**src/rtl/pipe_hazard_ctrl.sv**
```systemverilog
// Central hazard controller for the 5-stage pipeline.
// Produces PC write enable, IF/ID hold/flush and ID/EX, EX/MEM bubble
// controls from load-use hazards, taken branches and the mul/div unit.
// Control outputs are Mealy (same-cycle) from the registered state and the
// live inputs; state, mul/div wait counter, perf counters and the sticky
// timeout flag are registered.
module pipe_hazard_ctrl #(
  parameter int CNT_W      = 16,
  parameter int MD_TIMEOUT = 32   // legal range 2..255
) (
  input  logic             clk_i,
  input  logic             rst_i,
  input  logic [4:0]       IFID_rs_i,
  input  logic [4:0]       IFID_rt_i,
  input  logic             IFID_uses_rt_i,
  input  logic             IDEX_MemRead_i,
  input  logic [4:0]       IDEX_rt_i,
  input  logic             branch_taken_i,
  input  logic             md_start_i,
  input  logic             md_done_i,
  output logic             PC_Write_o,
  output logic             IF_Write_o,
  output logic             IF_flush_o,
  output logic             ID_flush_o,
  output logic             EX_flush_o,
  output logic             md_abort_o,
  output logic             md_err_o,
  output logic [1:0]       state_o,
  output logic [CNT_W-1:0] stall_cnt_o,
  output logic [CNT_W-1:0] flush_cnt_o
);

  typedef enum logic [1:0] {
    S_RUN     = 2'd0,
    S_MD_WAIT = 2'd1
  } state_t;

  localparam int              MD_W    = $clog2(MD_TIMEOUT);
  localparam logic [MD_W-1:0] MD_LAST = MD_W'(MD_TIMEOUT - 1);

  state_t             state_q, state_d;
  logic [MD_W-1:0]    md_cnt_q, md_cnt_d;
  logic [CNT_W-1:0]   stall_cnt_q, stall_cnt_d;
  logic [CNT_W-1:0]   flush_cnt_q, flush_cnt_d;
  logic               md_err_q, md_err_d;
  logic               do_stall;
  logic               do_flush;
  logic               abort;
  logic               lu;

  // Load in EX whose destination feeds a source of the instruction in ID.
  // Register 0 never creates a dependency.
  assign lu = IDEX_MemRead_i && (IDEX_rt_i != 5'd0) &&
              ((IDEX_rt_i == IFID_rs_i) ||
               (IFID_uses_rt_i && (IDEX_rt_i == IFID_rt_i)));

  // Next-state logic and selection of the NORMAL / STALL / FLUSH group.
  always_comb begin
    state_d  = state_q;
    md_cnt_d = md_cnt_q;
    md_err_d = md_err_q;
    do_stall = 1'b0;
    do_flush = 1'b0;
    abort    = 1'b0;
    case (state_q)
      S_RUN: begin
        if (branch_taken_i) begin
          do_flush = 1'b1;
        end else if (lu) begin
          // The bubble injected into ID/EX removes the hazard next cycle.
          do_stall = 1'b1;
        end else if (md_start_i) begin
          state_d  = S_MD_WAIT;
          md_cnt_d = '0;
        end
      end
      S_MD_WAIT: begin
        if (branch_taken_i) begin
          do_flush = 1'b1;
          abort    = 1'b1;
          state_d  = S_RUN;
        end else if (md_done_i) begin
          // EX holds a bubble while waiting, so lu cannot be live here.
          if (md_start_i) begin
            md_cnt_d = '0;
          end else begin
            state_d = S_RUN;
          end
        end else if (md_cnt_q == MD_LAST) begin
          do_stall = 1'b1;
          md_err_d = 1'b1;
          state_d  = S_RUN;
        end else begin
          do_stall = 1'b1;
          md_cnt_d = md_cnt_q + 1'b1;
        end
      end
      default: begin
        state_d = S_RUN;
      end
    endcase
  end

  // Saturating performance counters, at most one step per cycle.
  always_comb begin
    stall_cnt_d = stall_cnt_q;
    flush_cnt_d = flush_cnt_q;
    if (do_stall && (stall_cnt_q != {CNT_W{1'b1}})) begin
      stall_cnt_d = stall_cnt_q + 1'b1;
    end
    if (do_flush && (flush_cnt_q != {CNT_W{1'b1}})) begin
      flush_cnt_d = flush_cnt_q + 1'b1;
    end
  end

  // Pipe-register controls; reset forces everything to flush and freezes the PC.
  always_comb begin
    PC_Write_o = 1'b1;
    IF_Write_o = 1'b0;
    IF_flush_o = 1'b0;
    ID_flush_o = 1'b0;
    EX_flush_o = 1'b0;
    md_abort_o = 1'b0;
    if (rst_i) begin
      PC_Write_o = 1'b0;
      IF_flush_o = 1'b1;
      ID_flush_o = 1'b1;
      EX_flush_o = 1'b1;
    end else if (do_flush) begin
      IF_flush_o = 1'b1;
      ID_flush_o = 1'b1;
      EX_flush_o = 1'b1;
      md_abort_o = abort;
    end else if (do_stall) begin
      PC_Write_o = 1'b0;
      IF_Write_o = 1'b1;
      ID_flush_o = 1'b1;
    end
  end

  // State, wait counter, perf counters and sticky error register.
  always_ff @(posedge clk_i or posedge rst_i) begin
    if (rst_i) begin
      state_q     <= S_RUN;
      md_cnt_q    <= '0;
      stall_cnt_q <= '0;
      flush_cnt_q <= '0;
      md_err_q    <= 1'b0;
    end else begin
      state_q     <= state_d;
      md_cnt_q    <= md_cnt_d;
      stall_cnt_q <= stall_cnt_d;
      flush_cnt_q <= flush_cnt_d;
      md_err_q    <= md_err_d;
    end
  end

  assign state_o     = state_q;
  assign stall_cnt_o = stall_cnt_q;
  assign flush_cnt_o = flush_cnt_q;
  assign md_err_o    = md_err_q;

endmodule

```
**config.mk**
```make
export PLATFORM = sky130hd
export DESIGN_NAME = pipe_hazard_ctrl
export DESIGN_NICKNAME = d
export VERILOG_FILES = /design/src/rtl/pipe_hazard_ctrl.sv
export SDC_FILE = /design/constraint.sdc
export NUM_CORES = 1
export LEC_CHECK = 0
export ABC_CLOCK_PERIOD_IN_PS = 3760
export CAP_MARGIN = 20
export CORE_ASPECT_RATIO = 1.2
export CORE_MARGIN = 8
export CORE_UTILIZATION = 47
export DETAILED_ROUTE_END_ITERATION = 7
export PLACE_DENSITY_LB_ADDON = 0.3
export SLEW_MARGIN = 20
export SYNTH_ARGS = -nofsm -noshare
export SYNTH_HDL_FRONTEND = slang
export SYNTH_SLANG_ARGS = --single-unit
```
**constraint.sdc**
```tcl
create_clock -name clk_i -period 3.76 [get_ports clk_i]
set_input_delay 1.128 -clock clk_i [delete_from_list [all_inputs] [get_ports clk_i]]
set_output_delay 1.128 -clock clk_i [all_outputs]
set_load 0.005 [all_outputs]
```
==> metrics.md <==
| Metric | Value |
|---|---|
| Met3 Track Usage GR | `0.0312` |
| Worst path required time | `2630 ps` |
| Count leader, synth | `dfrtp_1` |
| Fmax | `0.273 GHz` |
| RR Startpoint | `stall_cnt_o[3]$_DFFE_PP0P_` |
| Reg2reg end | `stall_cnt_o[1]$_DFFE_PP0P_` |
| Reg-to-reg slack, setup | `1600 ps` |
| Sequential share of the synthesized area | `0.467` |
| First-pass GRT wire length | `8530 µm` |
| Critical Path Source | `IDEX_rt_i[2]` |
| Pre-antenna DRT Iters | `4` |
| CTS H-tree depth | `2` |
| Routed WL | `5190 µm` |
| CTS Hold Buffers Added | `0` |
| CTS tree | `yes` |
| Post-Synthesis Cells | `202` |
| Final hold violations | `0` |
| Min Tclk post-route | `3670 ps` |
| Antenna Cells | `0` |
| VDD IR max | `392 µV` |
| Number of global-route vias before repair | `1863` |
| Synth cell types | `38` |
| Die width | `76.9 µm` |
| Hold Path Class | `flop to flop` |
| Worst-skew pair later-pin latency | `290 ps` |
| Row count | `26` |
| Tcrit/Tclk final | `0.976` |
| Overflow after GRT | `0` |
| Nets@finish | `301` |
| Layout cell share with drive strength beyond 1 | `0.163` |
| Initial antenna violation count | `0` |
| GPL Wtd Cong | `0.782` |
| Leakage power | `1.41 nW` |
| Worst-margin pin slew | `669 ps` |
| CP Capture Point | `PC_Write_o` |
| Grt met2 use | `0.275` |
| Seq cells post-synth | `39` |
| Clock tree sinks | `39` |
| Power after layout | `1.15 mW` |
| EDFF count, synth | `0` |
| Final Max Tran Viols | `0` |
| Drt via density | `5.32` |
| FF-to-FF path depth | `5` |
| Unrepaired setup endpoints after global routing | `false` |
| Largest net degree at the start of global routing | `24` |
| Worst setup EP type | `output port` |
| Commonest cells post-synth | `dfrtp_1, xor2_1, nand2_1, nor2_1` |
| Final setup vio count | `0` |
| Drc violations | `0` |
| Max-Cap Viols | `0` |
| Wirelength per Cell | `15.6 µm` |
| Die area | `0.00685 mm²` |
| Post-synth ARST share | `1.00` |
| Via count | `1765` |
| Synth top area share | `0.467` |
| Synth Cell Area | `0.00209 mm²` |
| GRT Total Usage | `0.151` |
| PortBufs | `61` |
| Met1 usage | `0.168` |
| Root buffer cell | `clkbuf_8` |
| Num CTS Buffers | `5` |
| GRT Max-Usage Layer | `met2` |
| Ports | `63` |
| Placeable Area | `0.00426 mm²` |
| Critical Path AT | `2540 ps` |
| Crit Path Category | `primary input to output port` |
| DRT antenna net count | `0` |
| Starting DRT DRC Count | `104` |
| Slew headroom | `0.549` |
| Synth area leader | `dfrtp_1` |
| Crit-path max FO | `3` |
| Post-DP HPWL | `3900 µm` |
| Synth Area per Inst | `10.4 µm²` |
| Initial Utilization | `0.491` |
| Clock skew | `6.72 ps` |
| Clock Pin Slew Worst Setup and Hold Paths | `70 ps` |
| YS warnings | `0` |
| Die Height | `89.1 µm` |
| Power density over cell area | `392 mW/mm²` |
| Synth top area cells | `dfrtp_1, xor2_1, xnor2_1` |
| Startpoint types | `primary input` |
| Syn nets | `228` |
| CTS max path bufs | `2` |
| Status | `finished clean` |
| Setup TNS | `0 ps` |
| P&R area growth vs syn | `40.9%` |
| Ys flop type | `dfrtp_1` |
-- critical path, stage by stage --
cell and delay [ps]:
buf_6 100, buf_6 110, xor2_2 160, nor4_2 300, a32oi_2 150, o21a_1 250
buf_6 130, nor2_4 60, nor2_1 40, buf_2 120
-- per-layer routing --
metal	vias to the layer above	part of all wire	routed length [µm]
met5	-	0	0
met1	864	0.42	2180
li1	848	-	-
met4	0	0.021	109
met3	9	0.039	200
met2	44	0.52	2700
-- final cells by class --
class                   count  area, µm²
clock buffers               6       72.6
clock inverters             2       12.5
fillers                   345       1320
inverters                   5       18.8
multi-input cells         151       1090
flip-flops and latches     39        976
well taps                  56       70.1
repair buffers             73        701
-- stage by stage --
step / hold slack [ps] / cells / setup WS (ps) / instance area (µm²) / util
after floorplan: 464 / 202 / 211 / 2090 / -
after global placement: 466 / 321 / -508 / 2790 / 0.654
after detailed placement: 459 / 321 / -529 / 2790 / 0.654
after CTS: 476 / 331 / 9.37 / 2870 / 0.674
after global routing: 492 / 332 / 6.78 / 2950 / 0.691
final: 477 / 332 / 90.3 / 2950 / 0.691
-- state kept, by name, summed over array words and instances, names as in the netlist --
signal       cells
md_cnt_q         5
flush_cnt_o     16
md_err_o         1
stall_cnt_o     16
state_o          1
-- power by group --
group          internal (mW)  leakage, nW  total (mW)  switching (mW)
sequential             0.480        0.525       0.561          0.0813
combinational          0.194        0.844       0.317           0.123
clock                  0.130       0.0412       0.277           0.147
total                  0.803         1.41        1.15           0.351
-- how the worst min path moves through the flow --
stage,startpoint,end,slack (ps),cells after the start
2_1_floorplan,md_cnt_q[2]$_DFFE_PP0P_,md_cnt_q[2]$_DFFE_PP0P_,460,1
3_3_place_gp,md_err_o$_DFFE_PP0P_,md_err_o$_DFFE_PP0P_,470,1
3_5_place_dp,md_err_o$_DFFE_PP0P_,md_err_o$_DFFE_PP0P_,460,1
4_1_cts,md_err_o$_DFFE_PP0P_,md_err_o$_DFFE_PP0P_,480,1
5_1_grt,md_err_o$_DFFE_PP0P_,md_err_o$_DFFE_PP0P_,490,1
6_report,md_err_o$_DFFE_PP0P_,md_err_o$_DFFE_PP0P_,480,1
-- timing repair --
action	CTS	global route
pin swaps	4	10
endpoints found under the setup margin	3	3
buffers inserted	2	1
resized for setup	21	26
-- cells in the final DEF (no fill, tap or decap), types with 2 or more instances in the layout --
master	synthesis	layout
dlymetal6s2s_1	0	8
nand4_1	9	9
ha_1	4	4
and2_1	2	2
buf_6	2	3
inv_1	5	5
mux2_2	2	2
xor2_1	29	28
nor4_1	6	6
o21ai_0	7	7
clkdlybuf4s50_1	0	43
buf_4	2	10
nor2_1	15	14
nand2b_1	2	2
nor3_1	4	3
nand2_1	17	17
nor2b_1	2	2
dlygate4sd2_1	0	3
a21oi_1	2	2
and3_1	5	5
nand3_1	11	11
nor3_2	4	5
buf_2	2	2
clkbuf_2	0	3
dfrtp_1	39	39
clkbuf_8	0	5
xnor2_1	11	10
and4_1	3	3
nor3b_2	2	2
-- cell families (layout without fill, tap and decap cells) --
group,after synthesis,after routing,synth area share
other,1,1,0.00179
flip-flops,39,39,0.467
XOR/XNOR,40,40,0.168
AND/OR/NAND/NOR,88,88,0.243
buffers and inverters,12,86,0.0335
adder cells (fa/ha/maj),4,4,0.0239
AO/OA/AOI/OAI,16,16,0.0527
multiplexers,2,2,0.0108
Power figures use the tool's default switching activity.
==> edit: new RTL, config.mk and constraints unchanged <==
`MD_TIMEOUT`: 32 -> 64.
--- a/src/rtl/pipe_hazard_ctrl.sv
+++ b/src/rtl/pipe_hazard_ctrl.sv
@@ -6,7 +6,7 @@
 // timeout flag are registered.
 module pipe_hazard_ctrl #(
   parameter int CNT_W      = 16,
-  parameter int MD_TIMEOUT = 32   // legal range 2..255
+  parameter int MD_TIMEOUT = 64   // legal range 2..255
 ) (
   input  logic             clk_i,
   input  logic             rst_i,
Check against the original RTL: same outputs for any inputs over 10 cycles, from zero or initial values and one cycle with rst_i high; that may be too few to reach the edited logic, so the function may still have changed.
==> edit against the unedited design <==
- area after synthesis is 2.3% higher
- power up 3.4%
- design area grew 3.1%
- utilization is 1.5 points lower
- fmax fell by 0.41%
- wire length is 2.0% higher
- die area is 1.9% higher
- non-clock buffer count grew 5
- highest routed layer unchanged
- worst setup slack got worse by 0.015 ns
- sequential cell count rose by 1
==> edit: results (changes against the unedited design) <==
setup_path:
  cp_data_arrival_time_ns: 2.56  # +0.02 ns
  critical_path.top_delay_family: "simple AND/OR/NAND/NOR gates"
  critical_path.slowest_cell: "sky130_fd_sc_hd__or4_4"
  critPathMaxStageDelay_ns: 0.49  # +0.19 ns
run_status:
  status: "completed"
pwr:
  static-leakage-power_nw: 1.44  # +2.3%
  total_switching_power_mw: 0.353  # +0.41%
  p_total_mw: 1.19  # +3.4%
  seq_power_share_pct: 48.4  # -0.2 points
  vdd_drop_max_mv: 0.337  # -14%
placement:
  gp_routability_congestion: 0.830  # +6.3%
  placed_area_um2: 2930  # +4.9%
  pre_cts_ws_ns: -0.535  # -0.00635 ns
  placed_cells_incl_taps: 336  # +4.7%
  dpl.hpwl_um: 3920  # +0.53%
detailed_routing:
  wl_per_cell_um: 15.3  # -1.8%
  routed-via-count: 1833  # +3.9%
  drt-initial-drc-count: 65  # -38%
sta:
  clock_skew_ns: 0.00416  # -0.00255 ns
  max_slew_margin_pct: 49.2  # -5.7 points
grt:
  groute.layer.met2.usage_pct: 24.7  # -2.8 points
  grt_use_total_pct: 15.4  # +0.30 points
  gr-usage-met3_pct: 4.28  # +1.2 points
  grt_pass1_wl_um: 8940  # +4.9%
  grt_start_max_net_pins: 17  # -29%
  grt_use_met1_pct: 18.9  # +2.2 points
layout:
  num-nets-final: 311  # +3.3%
  nFillCells: 375  # +8.7%
synthesis:
  postSynthAreaPerCell_um2: 10.4  # +0.35%
  seq_area_frac_synth_pct: 46.8  # +0.10 points
  syn_nets: 231  # +1.3%
  netlist_top_cells_area: "sky130_fd_sc_hd__dfrtp_1, sky130_fd_sc_hd__xor2_1, sky130_fd_sc_hd__nor2_1, sky130_fd_sc_hd__nand4_1, sky130_fd_sc_hd__nand3_1"
[edit: cell count changes in the layout (fill, tap and decap cells not counted), sizes merged, moves of 3 or more]
cell | unedited run | this run
xnor2 | 11 | 6
nand2 | 17 | 14
o21ai | 8 | 11
buf | 15 | 20
inv | 5 | 2
[edit: per-layer routing]
layer,vias up,wire length (µm)
met2,56,2470
met3,4,284
li1,894,-
met4,0,70
met1,879,2470
met5,-,0
[edit: logic make-up (layout without fill, tap and decap cells)]
logic type / Yosys count / count (layout) / synth area share [%]
AND/OR/NAND/NOR: 92 / 92 / 25.9
XOR/XNOR: 37 / 37 / 15.1
adder cells (fa/ha/maj): 3 / 3 / 1.75
flip-flops: 40 / 40 / 46.8
multiplexers: 4 / 4 / 2.11
other: 1 / 1 / 0.175
buffers and inverters: 8 / 89 / 2.16
AO/OA/AOI/OAI: 21 / 21 / 5.97
[edit: timing repair]
item                       in CTS  in global routing
pin swaps                       7                 15
setup endpoints to repair       3                  3
buffers inserted                1                  0
gates cloned                    0                  0
gates resized for setup        24                 15
[edit: final timing paths]
kind	start	slack, ns	endpoint
max	IDEX_rt_i[3]	0.08	PC_Write_o
min	md_err_o$_DFFE_PP0P_	0.46	md_err_o$_DFFE_PP0P_
max reg2reg	md_cnt_q[0]$_DFFE_PP0P_	1.59	md_cnt_q[0]$_DFFE_PP0P_
min reg2reg	md_err_o$_DFFE_PP0P_	0.46	md_err_o$_DFFE_PP0P_
max in group asynchronous	rst_i	2.24	flush_cnt_o[6]$_DFFE_PP0P_
min in group asynchronous	rst_i	1.12	stall_cnt_o[0]$_DFFE_PP0P_
[edit: area by class of cell]
class,instances,area share (%)
multi-input cells,158,36.5
flip-flops and latches,40,33.0
repair buffers,78,24.7
clock buffers,7,2.84
well taps,58,2.39
inverters,3,0.371
clock inverters,1,0.247
